==> src/rtl/mmio_led_pwm.sv <==
// mmio_led_pwm: memory-mapped LED, 3-channel 8-bit PWM and us/ms timers.
// Latency: read_data one cycle after read_address; writes land on the same edge.
// Backpressure: none; every load and store completes without stalling.
//
// Ports:
//   clk, reset            system clock, synchronous active-high reset
//   write_enable/_address/_data/_mask   store port (byte enables in write_mask)
//   read_address, read_data             load port (registered data)
//   led, red, green, blue               board outputs, all active-high
//
// Optional feature: define MMIO_TIMERS_EN to build the MICROS/MILLIS counters.
// Without it, offsets 0x10/0x14 read 0 like the reserved offsets.
module mmio_led_pwm #(
  parameter int unsigned CLK_FREQ_HZ  = 12000000,
  parameter logic [31:0] BASE_ADDR    = 32'hFFFFFFE0,
  parameter int unsigned PWM_PRESCALE = 47
) (
  input  logic        clk,
  input  logic        reset,
  input  logic        write_enable,
  input  logic [31:0] write_address,
  input  logic [31:0] write_data,
  input  logic [3:0]  write_mask,
  input  logic [31:0] read_address,
  output logic [31:0] read_data,
  output logic        led,
  output logic        red,
  output logic        green,
  output logic        blue
);

  localparam int PRE_W = (PWM_PRESCALE > 0) ? $clog2(PWM_PRESCALE + 1) : 1;

  // Register indices (address[4:2]).
  localparam logic [2:0] IDX_LED    = 3'd0;
  localparam logic [2:0] IDX_DUTY_R = 3'd1;
  localparam logic [2:0] IDX_DUTY_G = 3'd2;
  localparam logic [2:0] IDX_DUTY_B = 3'd3;
`ifdef MMIO_TIMERS_EN
  localparam logic [2:0] IDX_MICROS = 3'd4;
  localparam logic [2:0] IDX_MILLIS = 3'd5;
`endif

  // All writable fields live in byte 0; the rest of the store bus and the
  // byte offset within a word are intentionally ignored.
  logic unused_bus_bits;
  assign unused_bus_bits = ^{write_address[1:0], read_address[1:0],
                             write_data[31:8], write_mask[3:1]};

  logic       w_hit, r_hit;
  logic [2:0] w_idx, r_idx;
  assign w_hit = (write_address[31:5] == BASE_ADDR[31:5]);
  assign r_hit = (read_address[31:5]  == BASE_ADDR[31:5]);
  assign w_idx = write_address[4:2];
  assign r_idx = read_address[4:2];

  logic       led_reg;
  logic [7:0] duty_r_sh, duty_g_sh, duty_b_sh;   // software-visible shadows
  logic [7:0] act_r, act_g, act_b;               // duties in force this period

  // ---------------------------------------------------------------- writes
  always_ff @(posedge clk) begin
    if (reset) begin
      led_reg   <= 1'b0;
      duty_r_sh <= 8'd0;
      duty_g_sh <= 8'd0;
      duty_b_sh <= 8'd0;
    end else if (write_enable && w_hit && write_mask[0]) begin
      case (w_idx)
        IDX_LED:    led_reg   <= write_data[0];
        IDX_DUTY_R: duty_r_sh <= write_data[7:0];
        IDX_DUTY_G: duty_g_sh <= write_data[7:0];
        IDX_DUTY_B: duty_b_sh <= write_data[7:0];
        default: ;  // read-only and reserved offsets ignore stores
      endcase
    end
  end

  assign led = led_reg;

  // ------------------------------------------------------------------- PWM
  logic [PRE_W-1:0] pre_cnt;
  logic [7:0]       pwm_count;
  logic             pre_wrap;
  assign pre_wrap = (pre_cnt == PRE_W'(PWM_PRESCALE));

  always_ff @(posedge clk) begin
    if (reset) begin
      pre_cnt   <= '0;
      pwm_count <= 8'd0;
      act_r     <= 8'd0;
      act_g     <= 8'd0;
      act_b     <= 8'd0;
      red       <= 1'b0;
      green     <= 1'b0;
      blue      <= 1'b0;
    end else begin
      pre_cnt <= pre_wrap ? '0 : pre_cnt + 1'b1;
      if (pre_wrap) begin
        pwm_count <= pwm_count + 8'd1;
        // Shadows only take effect as the count wraps to 0, so a period is
        // always generated from a single duty value.
        if (pwm_count == 8'hFF) begin
          act_r <= duty_r_sh;
          act_g <= duty_g_sh;
          act_b <= duty_b_sh;
        end
      end
      red   <= (pwm_count < act_r);
      green <= (pwm_count < act_g);
      blue  <= (pwm_count < act_b);
    end
  end

  // ---------------------------------------------------------------- timers
`ifdef MMIO_TIMERS_EN
  localparam int unsigned US_DIV = CLK_FREQ_HZ / 1000000;

  logic [31:0] us_div_cnt;
  logic [9:0]  sub_ms_cnt;
  logic [31:0] micros, millis;
  logic        us_tick;
  assign us_tick = (us_div_cnt == 32'(US_DIV - 1));

  always_ff @(posedge clk) begin
    if (reset) begin
      us_div_cnt <= 32'd0;
      sub_ms_cnt <= 10'd0;
      micros     <= 32'd0;
      millis     <= 32'd0;
    end else begin
      us_div_cnt <= us_tick ? 32'd0 : us_div_cnt + 32'd1;
      if (us_tick) begin
        micros <= micros + 32'd1;
        if (sub_ms_cnt == 10'd999) begin
          sub_ms_cnt <= 10'd0;
          millis     <= millis + 32'd1;
        end else begin
          sub_ms_cnt <= sub_ms_cnt + 10'd1;
        end
      end
    end
  end
`endif

  // ----------------------------------------------------------------- reads
  // The mux sees pre-edge register values, so a read racing a write to the
  // same register returns the old contents.
  logic [31:0] rd_mux;
  always_comb begin
    rd_mux = 32'd0;
    if (r_hit) begin
      case (r_idx)
        IDX_LED:    rd_mux = {31'd0, led_reg};
        IDX_DUTY_R: rd_mux = {24'd0, duty_r_sh};
        IDX_DUTY_G: rd_mux = {24'd0, duty_g_sh};
        IDX_DUTY_B: rd_mux = {24'd0, duty_b_sh};
`ifdef MMIO_TIMERS_EN
        IDX_MICROS: rd_mux = micros;
        IDX_MILLIS: rd_mux = millis;
`endif
        default:    rd_mux = 32'd0;
      endcase
    end
  end

  always_ff @(posedge clk) begin
    if (reset) read_data <= 32'd0;
    else       read_data <= rd_mux;
  end

endmodule

==> config.mk <==
export PLATFORM = sky130hd
export DESIGN_NAME = mmio_led_pwm
export DESIGN_NICKNAME = d
export VERILOG_FILES = /design/src/rtl/mmio_led_pwm.sv
export SDC_FILE = /design/constraint.sdc
export NUM_CORES = 1
export LEC_CHECK = 0
export CORE_MARGIN = 5
export CORE_UTILIZATION = 50
export CTS_BUF_LIST = sky130_fd_sc_hd__clkbuf_4 sky130_fd_sc_hd__clkbuf_8
export CTS_CLUSTER_SIZE = 8
export DETAILED_ROUTE_END_ITERATION = 10
export PLACE_DENSITY_LB_ADDON = 0.12
export RECOVER_POWER = 50
export SYNTH_ARGS = -nofsm -noshare
export SYNTH_HDL_FRONTEND = slang
export SYNTH_SLANG_ARGS = --single-unit
==> constraint.sdc <==
create_clock -name clk -period 3.77 [get_ports clk]
set_input_delay 0.5655 -clock clk [delete_from_list [all_inputs] [get_ports clk]]
set_output_delay 0.5655 -clock clk [all_outputs]
set_load 0.005 [all_outputs]
==> results of run 1 <==
## layer usage
layer  global-route usage  up-vias  part of all wire
met1                0.213     1405              0.41
met4               0.0639        0             0.022
met2                0.327       86              0.50
met5                    0        -                 0
met3               0.0617       16             0.067
li1                     -     1502                 -
## worst max-delay path: stages
cell and delay (ps):
clkbuf_1 1440, buf_4 440, nand2b_1 210, mux2i_1 90
## kinds of logic after synthesis
family / Yosys count / share of synthesized area
AOI/OAI and AO/OA: 30 / 0.0516
xor gates and xnor gates: 11 / 0.0253
adders and majority gates: 23 / 0.0756
buffers and inverters: 64 / 0.0934
DFF: 74 / 0.389
muxes: 58 / 0.155
other: 1 / 0.000986
and+or+nand+nor: 147 / 0.208
## worst max-delay path by stage
stage,to,slack [ps],depth (start not counted)
CTS,act_g[6]$_SDFFE_PP0P_,1790,5
global placement,read_data[7]$_SDFF_PP0_,1470,4
global route,duty_b_sh[0]$_SDFFE_PP0P_,990,4
finish,duty_g_sh[0]$_SDFFE_PP0P_,1220,4
floorplan,duty_g_sh[0]$_SDFFE_PP0P_,2100,5
detailed placement,duty_g_sh[4]$_SDFFE_PP0P_,1450,5
## final cells by class
class | count | share of cell area
tap | 99 | 0.0257
multi-input combinational | 293 | 0.426
timing repair buffer | 84 | 0.173
inverter | 26 | 0.0202
sequential | 74 | 0.307
clock inverter | 4 | 0.0153
clock buffer | 12 | 0.0330
## stage by stage
stage               hold WS, ps  total power, mW  setup slack [ps]
global placement            429            0.924              1470
finish                      455             1.61              1220
detailed placement          442            0.927              1450
global route                484             1.68               994
CTS                         459             1.63              1790
floorplan                   418            0.862              2100
## cell usage in the layout (no fill, tap or decap), types with 2 or more instances in the layout
cell type         n
nor2b_1           3
dfxtp_1          74
xor2_1            3
nor4_1            6
clkbuf_8         11
nand3_2           2
a21o_1            3
nand2_1          14
nor3_1            3
bufinv_16         2
nand4_1          12
dlygate4sd3_1    12
inv_1            26
xnor2_1           8
ha_1             23
mux2i_1          50
nand2b_1         33
o21ai_0          10
a211oi_1          3
conb_1           24
a21oi_1           3
o311ai_0          3
clkdlybuf4s50_1  70
nand3_1           7
mux2_2            8
nor2_1           54
and4b_1           2
and3_1            2
a22oi_1           8
## cell usage after synthesis (all sizes together)
cell type  instances  area (µm²)
a211oi             3        22.5
a21o               3        22.5
a21oi              3        15.0
a22oi              8        60.1
and3               3        20.0
and4               1        8.76
and4b              2        20.0
buf               29         224
clkbuf             9        33.8
conb               1        3.75
dfxtp             74        1480
ha                23         288
inv               26        97.6
mux2               8        90.1
mux2i             50         500
nand2             14        52.6
nand2b            33         206
nand3              9        55.1
nand3b             1        7.51
nand4             13        96.3
nand4b             1        8.76
nor2              54         203
nor2b              3        18.8
nor3               3        15.0
nor3b              1        7.51
nor4               7        58.8
nor4b              1        8.76
o21ai             10        50.1
o311ai             3        26.3
or2                1        6.26
xnor2              8        70.1
xor2               3        26.3
## power breakdown
group | switching, mW | internal [mW]
sequential | 0.00217 | 0.784
clock | 0.285 | 0.416
combinational | 0.0446 | 0.0784
==> summary.md, run 1 <==
| Metric | Value |
|---|---|
| Result of the run | finished with violations |
| Violated checks | max-capacitance violations, max-slew violations |
| Final hold violations | 0 |
| Buffers inserted by post-CTS timing repair | 0 |
| Antenna violations before repair | 0 |
| Layout Skew | between 10 and 15 ps |
| Number of levels in the clock H-tree | 3 |
| Syn_area_per_cell | a little over 9 µm² |
| Total global routing track utilization | 0.187 |
| Period utilisation layout | 0.676 |
| Sequential cell area fraction in the yosys report | 0.389 |
| Largest net degree at the start of global routing | slightly above 50 |
| Maxcap violations | 1 |
| Total number of yosys warnings | 0 |
| Io pins | approximately 140 |
| Die Footprint | 9450 µm² |
| Initial Util | 0.519 |
| Rows | 31 |
| R2R setup slack | around 1700 ps |
| Post-synthesis cell area | ~3800 µm² |
| Power per Cell Area | about 330 nW/µm² |
| Half-perimeter wire length after placement | 6700 µm |
| Number of distinct library cells after synthesis | 38 |
| Final routed wire length divided by cell count | 14.5 µm |
| Final instance area | around 4800 µm² |
| Peak VDD IR | approximately 0.24 mV |
| Wire length of the first global-routing pass | about 14000 µm |
| Total via count in the routed design | between 3000 and 4000 |
| Horizontal die dimension | around 97 µm |
| Post-route minimum period | between 2000 and 3000 ps |
| Clock buffer count from CTS | 9 |
| Port Buffers | 83 |
| Nets@finish | roughly 600 |
| Post-Synthesis Cells | slightly above 400 |
| Instance area after placement | 4590 µm² |
| DR iter-0 viols | 89 |
| Clock transition time at the flip-flop clock pins of the worst setup and hold paths | about 70 ps |
| Aggregate routed wire length | approximately 8600 µm |
| Length in cells of the worst reg-to-reg path | 5 |
| Vias per std cell | approximately 5.1 |
| Total number of clock tree sinks | 74 |
| Sort of element at the start of the critical path | input port |
| Post-DRT Antenna Nets | 0 |
| Required time at the endpoint of the critical path | roughly 4000 ps |
| Die Span Y | 97.2 µm |
| Fill count | roughly 630 |
| Endpoint arrival time on the critical path | approximately 2800 ps |
| Terminating pin of the worst hold path | pre_cnt[0]$_SDFF_PP0_ |
| Layout Cells excl Fill | ~590 |
| Worst Hold Path Cells | 1 |
| Final core utilization | 0.658 |
| Via count of the first global-routing pass | 3121 |
| Gp weighted congestion | slightly below 0.8 |
| Insertion delay to the later sink of the worst-skew pair | 350 ps |
| Area growth from synthesis to layout | 26.7% |
| Std-Cell Core Area | ~7300 µm² |
| Worst min-delay path category | reg2reg |
| Longest Clk Path Bufs | 2 |
| Count of hold-fix buffers inserted at cts | 0 |
| Measured slew at the worst slew-check pin | approximately 2100 ps |
| Drc violations | 0 |
| Setup violations, final | 0 |
| Launch point of the worst path | reset |
| Top fanout value on the critical path | 50 |
| Highest clock frequency the design can meet | approximately 0.4 GHz |
| Setup crit end kind | flop |
| Total of flip-flops plus latches after synthesis | 74 |
| Relative max-transition margin | -0.367 |
| GRT overflow | 0 |
| Post-Route Setup TNS | 0 ps |
| Worst reg2reg path startpoint | pwm_count[0]$_SDFFE_PP0P_ |
| TritonCTS clock tree | yes |
| Post-CTS resize count | 0 |
| Final-report max-slew violation count | slightly above 50 |
| Number of inserted diodes | 0 |
| Setup repair after global routing missed its margin | false |
| Worst R2R End | act_b[1]$_SDFFE_PP0P_ |
| Layout cells sized above 1 | 0.0629 |
| Number of optimization iterations in the first detailed-route pass | 4 |
| Worst Setup Path Type | in2reg |
| Worst min-delay path startpoint | pre_cnt[0]$_SDFF_PP0_ |
| Leakage power total | roughly 2.1 nW |
| # placed instances | roughly 580 |
| Clock root cell | clkbuf_8 |
| Sequential cell area in the final layout | 1480 µm² |
| Area of combinational cells with multiple inputs | between 2000 and 2500 µm² |
Power figures use the tool's default switching activity.
==> run 2: changes to the inputs <==
--- a/config.mk
+++ b/config.mk
@@ -6,7 +6,7 @@
 export NUM_CORES = 1
 export LEC_CHECK = 0
 export CORE_MARGIN = 5
-export CORE_UTILIZATION = 50
+export CORE_UTILIZATION = 42
 export CTS_BUF_LIST = sky130_fd_sc_hd__clkbuf_4 sky130_fd_sc_hd__clkbuf_8
 export CTS_CLUSTER_SIZE = 8
 export DETAILED_ROUTE_END_ITERATION = 10
==> constraint.sdc (replaced) <==
create_clock -name clk -period 2.15 [get_ports clk]
set_input_delay 0.3225 -clock clk [delete_from_list [all_inputs] [get_ports clk]]
set_output_delay 0.3225 -clock clk [all_outputs]
set_load 0.005 [all_outputs]
==> run 2 against run 1 <==
The flow now finishes without violations. Sequential power increased by 76%. Sequential cell count is the same. Power is 87% higher. Clock skew grew 1.1 ps. Core utilization down 9.4 points. Non-clock buffer count rose by 9. Hold slack worse by 76 ps.
==> summary.md, run 2 (synthesis results as in run 1) <==
| Metric | Value |
|---|---|
| Result of the run | complete, no violations |
| Worst setup margin | about 290 ps |
| Post-Route Setup TNS | 0 ps |
| Clock buffer count from CTS | 9 |
| Longest Clk Path Bufs | 2 |
| Met1 track demand over resource in global routing | 0.205 |
| Instance area after placement | between 4000 and 5000 µm² |
| Power per Cell Area | 608 nW/µm² |
| Post-DRT Antenna Nets | 0 |
| Via count of the first global-routing pass | 3097 |
| Leakage power total | approximately 2.2 nW |
| Setup violations, final | 0 |
| GR Util met3 | 0.0592 |
| Highest-utilization routing layer at the global route stage | met2 |
| Total global routing track utilization | 0.162 |
| Highest clock frequency the design can meet | about 0.54 GHz |
| Post-place setup slack | about 67 ps |
| Initial Util | 0.434 |
| Required time at the endpoint of the critical path | 2370 ps |
| Io pins | around 140 |
| Nets@finish | roughly 620 |
| Largest net degree at the start of global routing | 35 |
| Layout Skew | 12.5 ps |
| Worst min-delay path category | in2reg |
| TritonCTS clock tree | yes |
| Top fanout value on the critical path | 12 |
| Layout cells sized above 1 | 0.0775 |
| Sort of element at the start of the critical path | flop |
| Cells along the critical path | ha_1 > and4b_1 > nand4_4 > mux2i_1 > nor2_1 |
| Number of inserted diodes | 0 |
| Half-perimeter wire length after placement | 6820 µm |
| Antenna violations before repair | 0 |
| Post-route minimum period | ~1900 ps |
| Final routed wire length divided by cell count | ~14 µm |
| Vias per std cell | 4.93 |
| Total buffers and inverters traversed by the critical path | 0 |
| Die Span Y | approximately 110 µm |
| Worst Setup Path Type | reg2reg |
| Global Route met2 Usage | 0.257 |
| Maxcap violations | 0 |
| Clock transition time at the flip-flop clock pins of the worst setup and hold paths | roughly 80 ps |
| Measured slew at the worst slew-check pin | 717 ps |
| Die Footprint | 11100 µm² |
| Wire length of the first global-routing pass | 14700 µm |
| GRT overflow | 0 |
| DR iter-0 viols | 74 |
| Delay of the slowest cell on the worst path | about 460 ps |
| Most common cell after layout, fill and taps aside | dfxtp_1 |
| Gp weighted congestion | between 0.7 and 0.8 |
| Std-Cell Core Area | just under 9000 µm² |
| Final hold violations | 0 |
| Setup crit end kind | flop |
| Master of the slowest instance on the critical path | dfxtp_1 |
| Total via count in the routed design | approximately 3000 |
| Final instance area | 4940 µm² |
| Setup repair after global routing missed its margin | false |
| Insertion delay to the later sink of the worst-skew pair | 350 ps |
| Endpoint arrival time on the critical path | 2080 ps |
| Final-report max-slew violation count | 0 |
| Fill count | slightly above 800 |
| Total number of clock tree sinks | 74 |
| Area growth from synthesis to layout | 29.9% |
| Peak VDD IR | between 0.3 and 0.4 mV |
| Aggregate routed wire length | slightly below 9000 µm |
| Relative max-transition margin | 0.522 |
| Period utilisation layout | 0.864 |
| Commonest non-fill, non-tap cells in the layout | dfxtp_1, clkdlybuf4s50_1, nor2_1, mux2i_1, nand2b_1 |
| Number of optimization iterations in the first detailed-route pass | 4 |
| Delay-heaviest family, CP | simple AND/OR/NAND/NOR gates |
| Number of levels in the clock H-tree | 3 |
| Drc violations | 0 |
| Rows | 34 |
| Horizontal die dimension | around 110 µm |
| Clock root cell | clkbuf_8 |
| Port Buffers | 83 |
-- run 2: cell count changes in the layout (fill, tap and decap cells not counted), sizes merged --
cell / change
buf: +6
bufinv: +2
clkdlybuf4s50: -2
clkinvlp: +1
dlygate4sd3: +2
nand4: +1
-- run 2: final cells by class --
type                    count  area [µm²]  area share
clock inverters             7         141      0.0286
well taps                 108         135      0.0273
clock buffers               9         124      0.0251
multi-input cells         294        2080       0.420
flip-flops and latches     74        1480       0.300
inverters                  26        97.6      0.0197
repair buffers             93         887       0.179
-- run 2: path summary, 6_finish.rpt --
path                                                start                    end  slack [ps]  depth (start not counted)
worst min register to register      pre_cnt[0]$_SDFF_PP0_  pre_cnt[0]$_SDFF_PP0_         460                          1
worst max register to register  pwm_count[0]$_SDFFE_PP0P_  act_r[6]$_SDFFE_PP0P_         290                          5
worst min-delay path                                reset  act_g[5]$_SDFFE_PP0P_         380                          2
worst max-delay path            pwm_count[0]$_SDFFE_PP0P_  act_r[6]$_SDFFE_PP0P_         290                          5
-- run 2: routing by layer --
layer  part of all wire  wire length, µm
met2               0.46             4040
met4             0.0099               87
met1               0.47             4130
met5                  0                0
met3              0.060              527
-- run 2: worst register-to-register path, stage by stage (launching register included) --
cell and delay [ps]:
dfxtp_1 460, ha_1 210, and4b_1 390, nand4_4 350
mux2i_1 270, nor2_1 60
-- run 2: power by group --
group	switching [mW]	total (mW)	internal, mW
logic	0.0794	0.220	0.141
clock network	0.520	1.41	0.888
registers	0.00351	1.38	1.37
-- run 2: stage by stage --
| stage | cells | util | power [mW] | hold slack, ps |
|---|---|---|---|---|
| 6_report | 611 | 0.564 | 3.01 | 379 |
| 5_1_grt | 611 | 0.564 | 3.11 | 391 |
| 4_1_cts | 610 | 0.563 | 3.04 | 368 |
| 3_5_place_dp | 594 | 0.533 | 1.63 | 449 |
| 3_3_place_gp | 594 | 0.533 | 1.63 | 432 |
| 2_1_floorplan | 431 | - | 1.51 | 402 |
-- run 2: repair_timing --
action / in CTS / in global routing
buffers inserted: 0 / 0
gates resized for setup: 0 / 1
hold buffers: 0 / 0
setup endpoints to repair: 0 / 11
==> run 3: changes to the inputs <==
--- a/config.mk
+++ b/config.mk
@@ -8,7 +8,7 @@
 export CORE_MARGIN = 5
 export CORE_UTILIZATION = 42
 export CTS_BUF_LIST = sky130_fd_sc_hd__clkbuf_4 sky130_fd_sc_hd__clkbuf_8
-export CTS_CLUSTER_SIZE = 8
+export CTS_CLUSTER_SIZE = 40
 export DETAILED_ROUTE_END_ITERATION = 10
 export PLACE_DENSITY_LB_ADDON = 0.12
 export RECOVER_POWER = 50
==> results of run 3 <==
Final layout, timing and power as in run 2 (identical DEF).
